--- src/rtl/exp7_sequenciador_leds_if.sv ---
// Control/memory bundle between the game control unit, the sequence memory and the LED
// playback sequencer.
interface exp7_sequenciador_leds_if;
  logic       iniciar;
  logic       cancelar;
  logic [3:0] limite;
  logic [3:0] dado_mem;
  logic [3:0] endereco;
  logic [3:0] leds;
  logic       ocupado;
  logic       fim;
  logic [3:0] db_estado;

  modport master (
    output iniciar, cancelar, limite, dado_mem,
    input  endereco, leds, ocupado, fim, db_estado
  );

  modport slave (
    input  iniciar, cancelar, limite, dado_mem,
    output endereco, leds, ocupado, fim, db_estado
  );
endinterface

--- src/rtl/exp7_sequenciador_leds.sv ---
// Memory-game playback sequencer: walks addresses 0..limite, lighting each stored pattern for
// T_ON cycles and blanking for T_OFF cycles, then pulses fim.
module exp7_sequenciador_leds #(
  parameter int unsigned T_ON  = 500,
  parameter int unsigned T_OFF = 250
) (
  input logic                     clock,
  input logic                     reset,
  exp7_sequenciador_leds_if.slave bus
);

  localparam int unsigned TMax = (T_ON > T_OFF) ? T_ON : T_OFF;
  localparam int unsigned TW   = $clog2(TMax) + 1;
  localparam logic [TW-1:0] TOnLast  = TW'(T_ON - 1);
  localparam logic [TW-1:0] TOffLast = TW'(T_OFF - 1);

  typedef enum logic [2:0] {
    StOcioso  = 3'd0,
    StCarrega = 3'd1,
    StAcende  = 3'd2,
    StApaga   = 3'd3,
    StAvanca  = 3'd4,
    StConclui = 3'd5
  } estado_e;

  estado_e       estado_q;
  logic [3:0]    endereco_q;
  logic [3:0]    lim_q;
  logic [TW-1:0] timer_q;

  always_ff @(posedge clock) begin
    if (reset) begin
      estado_q   <= StOcioso;
      endereco_q <= '0;
      lim_q      <= '0;
      timer_q    <= '0;
    end else if (bus.cancelar) begin
      // Abort wins over everything else, including a simultaneous iniciar.
      estado_q   <= StOcioso;
      endereco_q <= '0;
      timer_q    <= '0;
    end else begin
      case (estado_q)
        StOcioso: begin
          endereco_q <= '0;
          if (bus.iniciar) begin
            lim_q    <= bus.limite;
            estado_q <= StCarrega;
          end
        end
        StCarrega: begin
          timer_q    <= '0;
          endereco_q <= '0;
          estado_q   <= StAcende;
        end
        StAcende: begin
          if (timer_q == TOnLast) begin
            timer_q  <= '0;
            estado_q <= StApaga;
          end else begin
            timer_q <= timer_q + TW'(1);
          end
        end
        StApaga: begin
          if (timer_q == TOffLast) begin
            timer_q  <= '0;
            estado_q <= (endereco_q == lim_q) ? StConclui : StAvanca;
          end else begin
            timer_q <= timer_q + TW'(1);
          end
        end
        StAvanca: begin
          endereco_q <= endereco_q + 4'd1;
          timer_q    <= '0;
          estado_q   <= StAcende;
        end
        StConclui: begin
          endereco_q <= '0;
          estado_q   <= StOcioso;
        end
        default: begin
          estado_q   <= StOcioso;
          endereco_q <= '0;
          timer_q    <= '0;
        end
      endcase
    end
  end

  assign bus.endereco = endereco_q;

  // Moore decode; leds passes memory data through live while lit.
  always_comb begin
    bus.leds      = '0;
    bus.ocupado   = 1'b1;
    bus.fim       = 1'b0;
    bus.db_estado = 4'd9;
    case (estado_q)
      StOcioso: begin
        bus.ocupado   = 1'b0;
        bus.db_estado = 4'd0;
      end
      StCarrega: bus.db_estado = 4'd1;
      StAcende: begin
        bus.leds      = bus.dado_mem;
        bus.db_estado = 4'd2;
      end
      StApaga:  bus.db_estado = 4'd3;
      StAvanca: bus.db_estado = 4'd4;
      StConclui: begin
        bus.fim       = 1'b1;
        bus.db_estado = 4'd5;
      end
      default:  bus.ocupado = 1'b0;
    endcase
  end

endmodule

--- src/flat_wrapper.sv ---
// flat-port wrapper written by rule: the top's interface ports become plain ports
module exp7_sequenciador_leds_flat 
#(
  parameter int unsigned T_ON  = 500,
  parameter int unsigned T_OFF = 250
)
  (clock, reset, bus_iniciar, bus_cancelar, bus_limite, bus_dado_mem, bus_endereco, bus_leds, bus_ocupado, bus_fim, bus_db_estado);
  exp7_sequenciador_leds_if bus_i ();
  input logic clock;
  input logic reset;
  input wire logic [$bits(bus_i.iniciar)-1:0] bus_iniciar;
  input wire logic [$bits(bus_i.cancelar)-1:0] bus_cancelar;
  input wire logic [$bits(bus_i.limite)-1:0] bus_limite;
  input wire logic [$bits(bus_i.dado_mem)-1:0] bus_dado_mem;
  output wire logic [$bits(bus_i.endereco)-1:0] bus_endereco;
  output wire logic [$bits(bus_i.leds)-1:0] bus_leds;
  output wire logic [$bits(bus_i.ocupado)-1:0] bus_ocupado;
  output wire logic [$bits(bus_i.fim)-1:0] bus_fim;
  output wire logic [$bits(bus_i.db_estado)-1:0] bus_db_estado;
  assign bus_i.iniciar = bus_iniciar;
  assign bus_i.cancelar = bus_cancelar;
  assign bus_i.limite = bus_limite;
  assign bus_i.dado_mem = bus_dado_mem;
  assign bus_endereco = bus_i.endereco;
  assign bus_leds = bus_i.leds;
  assign bus_ocupado = bus_i.ocupado;
  assign bus_fim = bus_i.fim;
  assign bus_db_estado = bus_i.db_estado;
  exp7_sequenciador_leds #(.T_ON(T_ON), .T_OFF(T_OFF)) u_core (.clock(clock), .reset(reset), .bus(bus_i));
endmodule
--- config.mk ---
export PLATFORM = sky130hd
export DESIGN_NAME = exp7_sequenciador_leds_flat
export DESIGN_NICKNAME = d
export VERILOG_FILES = /design/src/rtl/exp7_sequenciador_leds_if.sv /design/src/rtl/exp7_sequenciador_leds.sv /design/src/flat_wrapper.sv
export SDC_FILE = /design/constraint.sdc
export NUM_CORES = 1
export LEC_CHECK = 0
export CORE_ASPECT_RATIO = 0.75
export CORE_MARGIN = 2
export CORE_UTILIZATION = 44
export CTS_CLUSTER_DIAMETER = 30
export CTS_CLUSTER_SIZE = 16
export DETAILED_ROUTE_END_ITERATION = 12
export HOLD_SLACK_MARGIN = 0.06
export PLACE_DENSITY = 0.74
export SLEW_MARGIN = 10
export SYNTH_ARGS = -nofsm -noshare
export SYNTH_HDL_FRONTEND = slang
export SYNTH_SLANG_ARGS = --single-unit
--- constraint.sdc ---
create_clock -name clock -period 1.4 [get_ports clock]
set_input_delay 0.14 -clock clock [delete_from_list [all_inputs] [get_ports clock]]
set_output_delay 0.14 -clock clock [all_outputs]
set_load 0.03 [all_outputs]
==> impl_metrics.yaml <==
timing:
  hold-worst-slack_ps: 417
  timing.final.crit_share_pct: 115
  grt_setup_unrepaired: "true"
  final_setup_vio_count: 29
  endpoints_failing_hold: 0
  period_needed_ps: 1610
  max_slew.worst_pin.slew_ps: 340
  finalClockSkew_ps: 14.2
  slew-limit-headroom_pct: 77.4
  max_clock_freq_mhz: 619
  timing.final.max_slew_violations: 0
  setup_slack_ps: -215
clock_network:
  cts.htree.levels: 1
  clk_pin_slew_ps: 130
  clock_sinks: 21
  clkLatencyLatePin_ps: 330
  clk_buf_depth: 2
  tritoncts: "built"
  cts.hold.buffers_added: 0
  cts-buffers-inserted: 3
  clock_tree_root_driver_cell: "sky130_fd_sc_hd__clkbuf_4"
critical_path:
  critical_path_start_type: "flop"
  worstPathBufferInverterCount: 3
  worstPathRequired_ps: 1260
  path_delay_family: "flip-flops"
  setup.worst_path.class: "flop to output port"
  worst-path-max-fanout: 5
  crit_chain: "buf_6, buf_6, and2_4, or2_4, buf_6"
  critical-path-slowest-cell: "sky130_fd_sc_hd__dfxtp_4"
  critPathMaxStageDelay_ps: 390
  crit_top_cell: "sky130_fd_sc_hd__buf_6"
  worst_ep_arrival_time_ps: 1470
  timing.critical_path.to_type: "output port"
drt:
  remaining_drc_errors: 0
  drt_initial_violations: 217
  detail-route-antenna-nets: 0
  post_drt_via_cell_ratio: 6.02
  routed_wirelength_um: 4610
  dr_total_vias: 1367
  drt-pass1-iter-count: 5
  route.detailed.wl_per_inst_um: 20.3
place:
  io_buffer_count: 25
  place_area_sq_um: 1600
  dpl.cell_count: 208
  hpwlAfterDp_um: 2260
  finalWeightedCongestion: 0.808
final_layout:
  finalCoreUtilization_pct: 83.5
  nFillCells: 141
  layout.cell_area.non_filler_sq_um: 1970
  design.final.nets: 209
  register_area_sq_um: 435
  area_grow_syn2layout_pct: 74.6
  post_layout_nonfiller_instances: 227
  multi_input_comb_area_sq_um: 832
  layout-drive-gt1-share_pct: 52.3
  antennaDiodeCount: 0
die:
  floorplan.die.height_um: 47.9
  start_util_pct: 47.8
  dieWidth_um: 62.5
  pin_count: 26
  placementRows: 15
  area_of_the_die_sq_um: 3000
  core_area_sq_um: 2360
power:
  comb_power_share_pct: 30.1
  power.ir.vdd_worst_mv: 0.511
  sequentialPowerShare_pct: 46.7
  p_switching_mw: 0.420
  cell_internal_pwr_mw: 0.929
  leakagePower_nw: 0.850
  clock_power_share_pct: 23.2
  switching_share_pct: 31.1
  power_per_cell_area_nw_per_um2: 683
outcome:
  status: "finished with violations"
  failed_checks: "setup timing"
grt:
  global_route_wire_length_before_repair_um: 5660
  grt_max_degree: 12
  grt_overflow: 0
  globalRouteTotalUtil_pct: 25.5
  grt_antenna_before_repair: 0
  vias_in_the_first_global_route: 1165
yosys:
  synth_area_sq_um: 1130
  synth_seq_area_share_pct: 37.2
  netlist-cell-type-count: 40
  ys_dominant_reg_cell: "sky130_fd_sc_hd__dfxtp_1"
  net_count_after_synthesis: 140
  ys_seq_elements: 21
  synthesis.instances: 125
  synthArstFlopShare_pct: 0
  synth_enable_flop_cells: 0
  yosys_warnings: 0
  syn_area_per_cell_sq_um: 9.05
run:
  max_cap_viol_count: 0
hold_path:
  hold_path_class: "primary input to flop"
==> cell families after synthesis <==
kind of cell               after synthesis  share of synthesized area (%)
AOI/OAI and AO/OA                       29                           18.1
xor gates and xnor gates                12                           9.96
adders and majority gates                3                           3.32
buffers and inverters                    6                           2.99
DFF                                     21                           37.2
muxes                                    5                           4.42
and+or+nand+nor                         49                           24.0
==> layout make-up <==
cell class	count	share of cell area, %
multi-input cells	98	42.1
clock buffers	4	1.33
repair buffers	69	32.1
inverters	1	0.190
well taps	34	2.15
flip-flops and latches	21	22.1
==> sequential cells by signal, indices dropped and copies added (netlist names) <==
register and flops:
u_core.timer_q 10, u_core.estado_q 3, u_core.lim_q 4, u_core.bus.endereco 4
==> routing by layer <==
layer	vias up	track usage (%)	routed length (um)
met5	-	0	0
met4	0	11.6	305
met3	44	7.06	415
met2	106	46.0	2120
met1	631	29.9	1770
li1	586	-	-
==> synth_stat cells (4+ instances only) <==
cell type / n / share of area, %
sky130_fd_sc_hd__a21oi_1: 4 / 1.8
sky130_fd_sc_hd__and2_1: 6 / 3.3
sky130_fd_sc_hd__o21ai_0: 5 / 2.2
sky130_fd_sc_hd__mux2i_1: 5 / 4.4
sky130_fd_sc_hd__nor2_1: 18 / 6.0
sky130_fd_sc_hd__xor2_1: 9 / 7.0
sky130_fd_sc_hd__a22oi_1: 4 / 2.7
sky130_fd_sc_hd__dfxtp_1: 21 / 37
==> worst register-to-register path, stage by stage (launching register included) <==
cell and delay (ps):
sky130_fd_sc_hd__dfxtp_4 400, sky130_fd_sc_hd__buf_4 150, sky130_fd_sc_hd__xor2_4 240, sky130_fd_sc_hd__buf_6 140, sky130_fd_sc_hd__buf_6 110, sky130_fd_sc_hd__o2111ai_2 110, sky130_fd_sc_hd__xor2_1 280, sky130_fd_sc_hd__nor2_4 50
==> timing repair <==
item | 4_1_cts | 5_1_grt
buffers inserted | 7 | 9
resized for setup | 34 | 36
endpoints found under the hold margin | 0 | 0
pin swaps | 12 | 16
endpoints found under the setup margin | 32 | 31
==> path summary, 6_finish.rpt <==
check | start | endpoint | slack (ps) | depth (start not counted)
worst max-delay path | u_core.estado_q[2]$_SDFFE_PP0P_ | bus_db_estado[0] | -210 | 5
worst min-delay path | bus_limite[3] | u_core.lim_q[3]$_SDFFE_PP0P_ | 420 | 3
worst max register to register | u_core.estado_q[2]$_SDFFE_PP0P_ | u_core.timer_q[5]$_SDFFE_PP0N_ | -180 | 7
worst min register to register | u_core.timer_q[0]$_SDFFE_PP0N_ | u_core.timer_q[0]$_SDFFE_PP0N_ | 500 | 1
==> power groups by stage <==
stage / clock [mW] / combinational, mW / sequential, mW
2_1_floorplan: 0 / 0.148 / 0.637
3_3_place_gp: 0 / 0.262 / 0.641
3_5_place_dp: 0 / 0.266 / 0.642
4_1_cts: 0.303 / 0.328 / 0.627
5_1_grt: 0.330 / 0.423 / 0.631
6_report: 0.313 / 0.406 / 0.630
==> stage by stage <==
step                total power [mW]  setup TNS, ps  worst slack (ps)
floorplan                      0.785              0              7.44
global placement               0.903           -231             -43.6
detailed placement             0.908          -1020             -96.4
CTS                             1.26          -1630              -178
global route                    1.38          -4090              -251
finish                          1.35          -3160              -215
==> cell usage in the layout (no fill, tap or decap), types with 2 or more instances in the layout <==
cell | netlist | layout
sky130_fd_sc_hd__nor2b_4 | 0 | 2
sky130_fd_sc_hd__dfxtp_4 | 0 | 2
sky130_fd_sc_hd__o21ai_2 | 0 | 2
sky130_fd_sc_hd__a21oi_2 | 1 | 4
sky130_fd_sc_hd__a211oi_2 | 0 | 2
sky130_fd_sc_hd__dfxtp_2 | 0 | 6
sky130_fd_sc_hd__nor2_1 | 18 | 15
sky130_fd_sc_hd__buf_4 | 0 | 34
sky130_fd_sc_hd__a31oi_1 | 2 | 2
sky130_fd_sc_hd__or2_4 | 0 | 2
sky130_fd_sc_hd__a22oi_1 | 4 | 3
sky130_fd_sc_hd__buf_6 | 1 | 19
sky130_fd_sc_hd__nor2_4 | 0 | 2
sky130_fd_sc_hd__mux2i_1 | 5 | 5
sky130_fd_sc_hd__or3_1 | 2 | 2
sky130_fd_sc_hd__o21ai_0 | 5 | 3
sky130_fd_sc_hd__o31ai_1 | 3 | 2
sky130_fd_sc_hd__and2_4 | 0 | 6
sky130_fd_sc_hd__dlygate4sd2_1 | 0 | 4
sky130_fd_sc_hd__dfxtp_1 | 21 | 13
sky130_fd_sc_hd__nand2_1 | 2 | 2
sky130_fd_sc_hd__xor2_1 | 9 | 9
sky130_fd_sc_hd__xnor2_1 | 2 | 2
sky130_fd_sc_hd__clkbuf_4 | 0 | 3
sky130_fd_sc_hd__nand3b_1 | 3 | 3
sky130_fd_sc_hd__ha_1 | 3 | 3
sky130_fd_sc_hd__clkdlybuf4s50_1 | 0 | 11
sky130_fd_sc_hd__o2111ai_2 | 0 | 2
Note: power is estimated with default switching activity, not from simulation.
==> RTL edit 1: new RTL, same settings <==
`T_OFF` is set to 250 in 2 places; all go to 500.
--- a/src/rtl/exp7_sequenciador_leds.sv
+++ b/src/rtl/exp7_sequenciador_leds.sv
@@ -4,3 +4,3 @@
   parameter int unsigned T_ON  = 500,
-  parameter int unsigned T_OFF = 250
+  parameter int unsigned T_OFF = 500
 ) (
--- a/src/flat_wrapper.sv
+++ b/src/flat_wrapper.sv
@@ -4,3 +4,3 @@
   parameter int unsigned T_ON  = 500,
-  parameter int unsigned T_OFF = 250
+  parameter int unsigned T_OFF = 500
 )
Function: same outputs for any inputs over 10 cycles, from zero or initial values and one cycle with reset high; that may be too few to reach the edited logic, so the function may still have changed.
==> RTL edit 1 against the original RTL <==
The flow still finishes with violations (negative setup slack); cell count decreased by 8.4%; cell area decreased by 9.3%; sequential cell count is the same; largest cell class unchanged; synthesized area grew 0.33%; setup slack better by 0.17 ns; via count down 21%; sequential power down 2%; total power decreased by 15%; clock skew down 0.012 ns; register-to-register slack improved by 0.16 ns; first-iteration DRC count down 84%; routed wire length decreased by 31%; critical path depth shrank 1.
==> RTL edit 1: results (changes against the original RTL) <==
run_status:
  status: "complete, but fails checks"
  violated_checks: "negative setup slack"
global_routing:
  track_usage_pct: 22.24  # -3.3 points
  grt_start_max_net_pins: 13  # +1
  via_count_of_the_first_global_routing_pass: 1031  # -12%
  first_pass_grt_wire_length_um: 5057  # -11%
timing:
  slew_viol_final: 0  # unchanged
  postLayoutSetupSlackWorst_ns: -0.04535  # +0.1692 ns
  finalHoldWorstSlack_ns: 0.4608  # +0.04409 ns
  tightest_slew_ns: 0.3294  # -0.01046 ns
  setup_viol: 7  # -76%
  clock_skew_ns: 0.002186  # -0.01202 ns
synth:
  synth.yosys.seq_area_share_pct: 37.05  # -0.12 points
  mapped_nets: 136  # -2.9%
  yosys.cell_types.count: 41  # +2.5%
  synthArstFlopShare_pct: 0  # unchanged
  synth-warning-count: 0  # unchanged
  synth_commonest_cells: "nor2_1, dfxtp_1, xor2_1"
  post_synth_main_area_contributors: "dfxtp_1, xor2_1, nor2_1"
cells_and_area:
  fin_nets: 189  # -9.6%
  drive_gt1_share_pct: 44.25  # -8.1 points
  antenna-diode-count: 0  # unchanged
pwr:
  power.ir.vdd_worst_mv: 0.4592  # -10%
  switching_share_pct: 27.58  # -3.5 points
  power.leakage_uw: 0.0007092  # -17%
clock_network:
  h_tree_levels: 1  # unchanged
  worst_skew_pair.late_latency_ns: 0.31  # -0.02 ns
place:
  place_hpwl_um: 2111  # -6.8%
  global_placement_routability_congestion: 0.7344  # -9.1%
  placement.cell_area_mm2: 0.001494  # -6.6%
detailed_routing:
  dr.pass1.iters: 4  # -1
  detailroute.via_count: 1081  # -21%
  drtIter0Drc: 34  # -84%
  drt-total-wl_um: 3175  # -31%
min_path:
  hold_class: "input pin to flip-flop"
  whs_endpoint: "u_core.lim_q[3]$_SDFFE_PP0P_"
worst_setup_path:
  cp_top_family: "flip-flops"
  crit_path_max_fanout: 4  # -1
  critical_path.max_stage_delay_ns: 0.37  # -0.02 ns
  critical_path.reg2reg.startpoint: "u_core.estado_q[2]$_SDFFE_PP0P_"
  ff2ff_setup_slack_ns: -0.02  # +0.16 ns
[RTL edit 1: changes by cell type in the layout (fill, tap and decap cells not counted), moves of 4 or more]
cell	delta
buf_6	-8
nor2_1	+7
and2_4	-4
buf_4	-9
[RTL edit 1: through the flow]
| step | setup WS [ns] | total power [uW] | setup TNS (ns) | cells |
|---|---|---|---|---|
| global placement | -0.005274 | 799.0 | -0.01958 | 191 |
| global route | -0.08931 | 1192 | -1.032 | 208 |
| CTS | -0.04065 | 1126 | -0.2597 | 202 |
| floorplan | 0.006895 | 725.9 | 0 | 122 |
| detailed placement | -0.09017 | 804.4 | -0.5294 | 191 |
| finish | -0.04535 | 1146 | -0.08970 | 208 |
[RTL edit 1: cell type report]
class                      count  area [um2]
fill                         171       573.1
sequential                    21       435.4
timing repair buffer          53       476.7
clock buffer                   3       22.52
tap                           34       42.54
multi-input combinational     95       805.8
clock inverter                 1       5.005
inverter                       1       3.754
[RTL edit 1: timing repair]
item                                    CTS  global route
endpoints found under the setup margin   27            23
gates cloned                              0             0
setup buffers                             7             7
pin swaps                                16            11
resized for setup                        35            15
hold endpoints to repair                  0             0
[RTL edit 1: how the worst max path moves through the flow]
stage                                               start                               to  cells past startpoint
after floorplan            u_core.timer_q[0]$_SDFFE_PP0N_  u_core.estado_q[0]$_SDFFE_PP0P_                      4
after global placement     u_core.timer_q[0]$_SDFFE_PP0N_   u_core.timer_q[0]$_SDFFE_PP0N_                      5
after detailed placement                      bus_iniciar     u_core.lim_q[2]$_SDFFE_PP0P_                      5
after CTS                 u_core.estado_q[2]$_SDFFE_PP0P_                 bus_db_estado[0]                      4
after global routing      u_core.estado_q[2]$_SDFFE_PP0P_   u_core.timer_q[4]$_SDFFE_PP0N_                      7
final                     u_core.estado_q[2]$_SDFFE_PP0P_                 bus_db_estado[0]                      4
[RTL edit 1: routing by layer]
layer | global-route usage (%) | routed length, um
met2 | 41.72 | 1596
met4 | 5.333 | 22
met3 | 6.118 | 149
met5 | 0 | 0
met1 | 26.52 | 1407
[RTL edit 1: power groups by stage]
stage / combinational, uW / clock (uW) / sequential [uW]
2_1_floorplan: 98.4 / 0 / 628
3_3_place_gp: 168 / 0 / 631
3_5_place_dp: 172 / 0 / 632
4_1_cts: 196 / 309 / 621
5_1_grt: 242 / 332 / 617
6_report: 227 / 303 / 616
[RTL edit 1: logic make-up (layout without fill, tap and decap cells)]
group                      after synthesis  after routing  share of synthesized area, %
AOI/OAI and AO/OA                       20             20                         14.22
xor gates and xnor gates                15             15                         12.24
and+or+nand+nor                         53             53                         26.68
muxes                                    5              5                         4.410
buffers and inverters                    6             58                         3.197
adders and majority gates                2              2                         2.205
DFF                                     21             21                         37.04
==> RTL edit 2: new RTL, same flow settings <==
Made on the original files. The 6 values of `estado_e` get a one-hot encoding in 6 bits.
--- a/src/rtl/exp7_sequenciador_leds.sv
+++ b/src/rtl/exp7_sequenciador_leds.sv
@@ -16,9 +16,9 @@
 
-  typedef enum logic [2:0] {
-    StOcioso  = 3'd0,
-    StCarrega = 3'd1,
-    StAcende  = 3'd2,
-    StApaga   = 3'd3,
-    StAvanca  = 3'd4,
-    StConclui = 3'd5
+  typedef enum logic [5:0] {
+    StOcioso  = 6'b000001,
+    StCarrega = 6'b000010,
+    StAcende  = 6'b000100,
+    StApaga   = 6'b001000,
+    StAvanca  = 6'b010000,
+    StConclui = 6'b100000
   } estado_e;
Check against the original RTL: no difference found for any inputs over 10 cycles, from zero or initial values and one cycle with reset high; not proved beyond that.
==> RTL edit 2 against the original RTL <==
The run still ends with negative setup slack left; clock skew decreased by 0.0096 ns; total power increased by 15%; critical endpoint is now u_core.timer_q[2]$_SDFFE_PP0N_; register-to-register slack worse by 0.48 ns; non-clock buffer count grew 24; setup slack worse by 0.44 ns; routed wire length grew 41%; synthesized cell count rose by 34%; sequential cell count is 3 higher; cell area grew 30%; synthesized area up 22%; core utilization is 3.3 points higher; fmax decreased by 22%.
==> RTL edit 2: results (changes against the original RTL) <==
global_routing:
  track_usage_pct: 31.62  # +6.1 points
  grt_antenna_before_repair: 0  # unchanged
  first_pass_grt_wire_length_um: 8114  # +43%
  grt_start_max_net_pins: 15  # +3
  via_count_of_the_first_global_routing_pass: 1723  # +48%
synth:
  yosys.cell_types.count: 47  # +18%
  post_synth_main_area_contributors: "dfxtp_1, nor2_1, xnor2_1"
  synth-warning-count: 0  # unchanged
  synth.yosys.seq_area_share_pct: 34.91  # -2.3 points
  synth_commonest_cells: "dfxtp_1, nor2_1, nand2_1"
  mapped_nets: 182  # +30%
  netlist.area_leader.share_pct: 34.91  # -2.3 points
  synthCells: 167  # +34%
  synthArstFlopShare_pct: 0  # unchanged
  postSynth.topFlopCell: "dfxtp_1"
place:
  placement.io_buffers: 25  # unchanged
  placed_cells: 269  # +29%
  place_hpwl_um: 3175  # +40%
  global_placement_routability_congestion: 0.8763  # +8.5%
detailed_routing:
  wl_per_cell_um: 22.11  # +8.9%
  drc: 0  # unchanged
  drtIter0Drc: 120  # -45%
  detailroute.via_count: 1795  # +31%
  dr.pass1.iters: 5  # unchanged
pwr:
  power.leakage_uw: 0.001104  # +30%
  power.ir.vdd_worst_mv: 0.6396  # +25%
clock_network:
  post_cts_resized: 52  # +53%
  clk_transition_reported_paths_ns: 0.09  # -0.04 ns
  h_tree_levels: 1  # unchanged
  cts_setup_buffers: 8  # +1
  tritoncts.num_buffers: 3  # unchanged
  cell_at_the_root_of_the_clock_tree: "clkbuf_8"
  worst_skew_pair.late_latency_ns: 0.28  # -0.05 ns
  max-clock-path-buffers: 2  # unchanged
run_status:
  status: "complete, but fails checks"
  violated_checks: "negative setup slack"
min_path:
  hold_class: "input pin to flip-flop"
cells_and_area:
  antenna-diode-count: 0  # unchanged
  drive_gt1_share_pct: 56.08  # +3.7 points
  largest_registers: "u_core.timer_q (10), u_core.estado_q (6)"
  finalNonFillerCells: 293  # +29%
  num-fill-cells: 135  # -4.3%
timing:
  relSlewSlack_pct: 62.92  # -15 points
  setup_viol: 33  # +14%
  clock_skew_ns: 0.004562  # -0.009647 ns
  postLayoutSetupSlackWorst_ns: -0.6582  # -0.4437 ns
worst_setup_path:
  critical_path.max_stage_delay_ns: 0.40
  worstPathArrival_ns: 2.27  # +0.80 ns
  crit_path_max_fanout: 5  # unchanged
  timing.critical_path.slowest_stage_cell: "or3_4"
RTL edit 2: cell count changes in the layout (fill, tap and decap cells not counted), moves of 4 or more:
cell / unedited run / this run
xnor2_1: 2 / 8
o21ai_1: 0 / 4
xor2_1: 9 / 2
buf_4: 34 / 56
nand3_1: 1 / 5
dfxtp_1: 13 / 18
nand2_1: 2 / 8
nand4_1: 1 / 5
RTL edit 2: layout make-up:
| cell class | count | share of cell area, % |
|---|---|---|
| Inverter | 6 | 1.024 |
| Sequential cell | 24 | 19.32 |
| Clock buffer | 3 | 1.610 |
| Multi-Input combinational cell | 128 | 43.32 |
| Clock inverter | 1 | 1.171 |
| Timing Repair Buffer | 93 | 31.71 |
| Tap cell | 38 | 1.854 |
RTL edit 2: where the power goes:
part / internal [uW] / switching (uW)
logic: 119 / 110
registers: 685 / 6.66
clock network: 383 / 248
total: 1190 / 365
RTL edit 2: stage by stage:
stage	setup slack, ns	hold WS (ns)	area (um2)	total power (uW)	setup TNS, ns
after global placement	-0.4125	0.4939	2038	869.7	-7.421
final	-0.6582	0.4865	2565	1552	-14.62
after global routing	-0.6680	0.4893	2565	1593	-16.11
after detailed placement	-0.4536	0.5190	2038	877.6	-9.349
after CTS	-0.5169	0.4940	2301	1499	-11.41
after floorplan	-0.3850	0.2124	1460	789.9	-6.299
RTL edit 2: worst max-delay path, delay by kind of cell, from the launching register on:
| kind | cells | cell delay (ns) |
|---|---|---|
| AND/OR/NAND/NOR | 2 | 0.79 |
| AO/OA/AOI/OAI | 3 | 0.70 |
| flip-flops | 1 | 0.34 |
| buffers and inverters | 1 | 0.15 |
RTL edit 2: worst paths after layout:
kind,startpoint,endpoint,slack (ns),cells after the start
max reg2reg,u_core.estado_q[0]$_SDFFE_PP1P_,u_core.timer_q[2]$_SDFFE_PP0N_,-0.66,6
min reg2reg,u_core.timer_q[5]$_SDFFE_PP0N_,u_core.timer_q[5]$_SDFFE_PP0N_,0.55,2
max,u_core.estado_q[0]$_SDFFE_PP1P_,u_core.timer_q[2]$_SDFFE_PP0N_,-0.66,6
min,bus_limite[0],u_core.lim_q[0]$_SDFFE_PP0P_,0.49,3
RTL edit 2: kinds of logic after synthesis:
group	share of synthesized area [%]
AO/OA/AOI/OAI	15.37
XOR/XNOR	7.001
adder cells (fa/ha/maj)	2.728
buffers and inverters	5.090
flip-flops	34.91
multiplexers	4.364
AND/OR/NAND/NOR	30.55
RTL edit 2: per-layer routing:
layer	vias to the layer above	share of wire, %	global-route usage, %
li1	769	-	-
met4	0	5.2	17.67
met2	126	48	57.69
met1	862	39	34.00
met3	38	7.8	5.591
met5	-	0	0
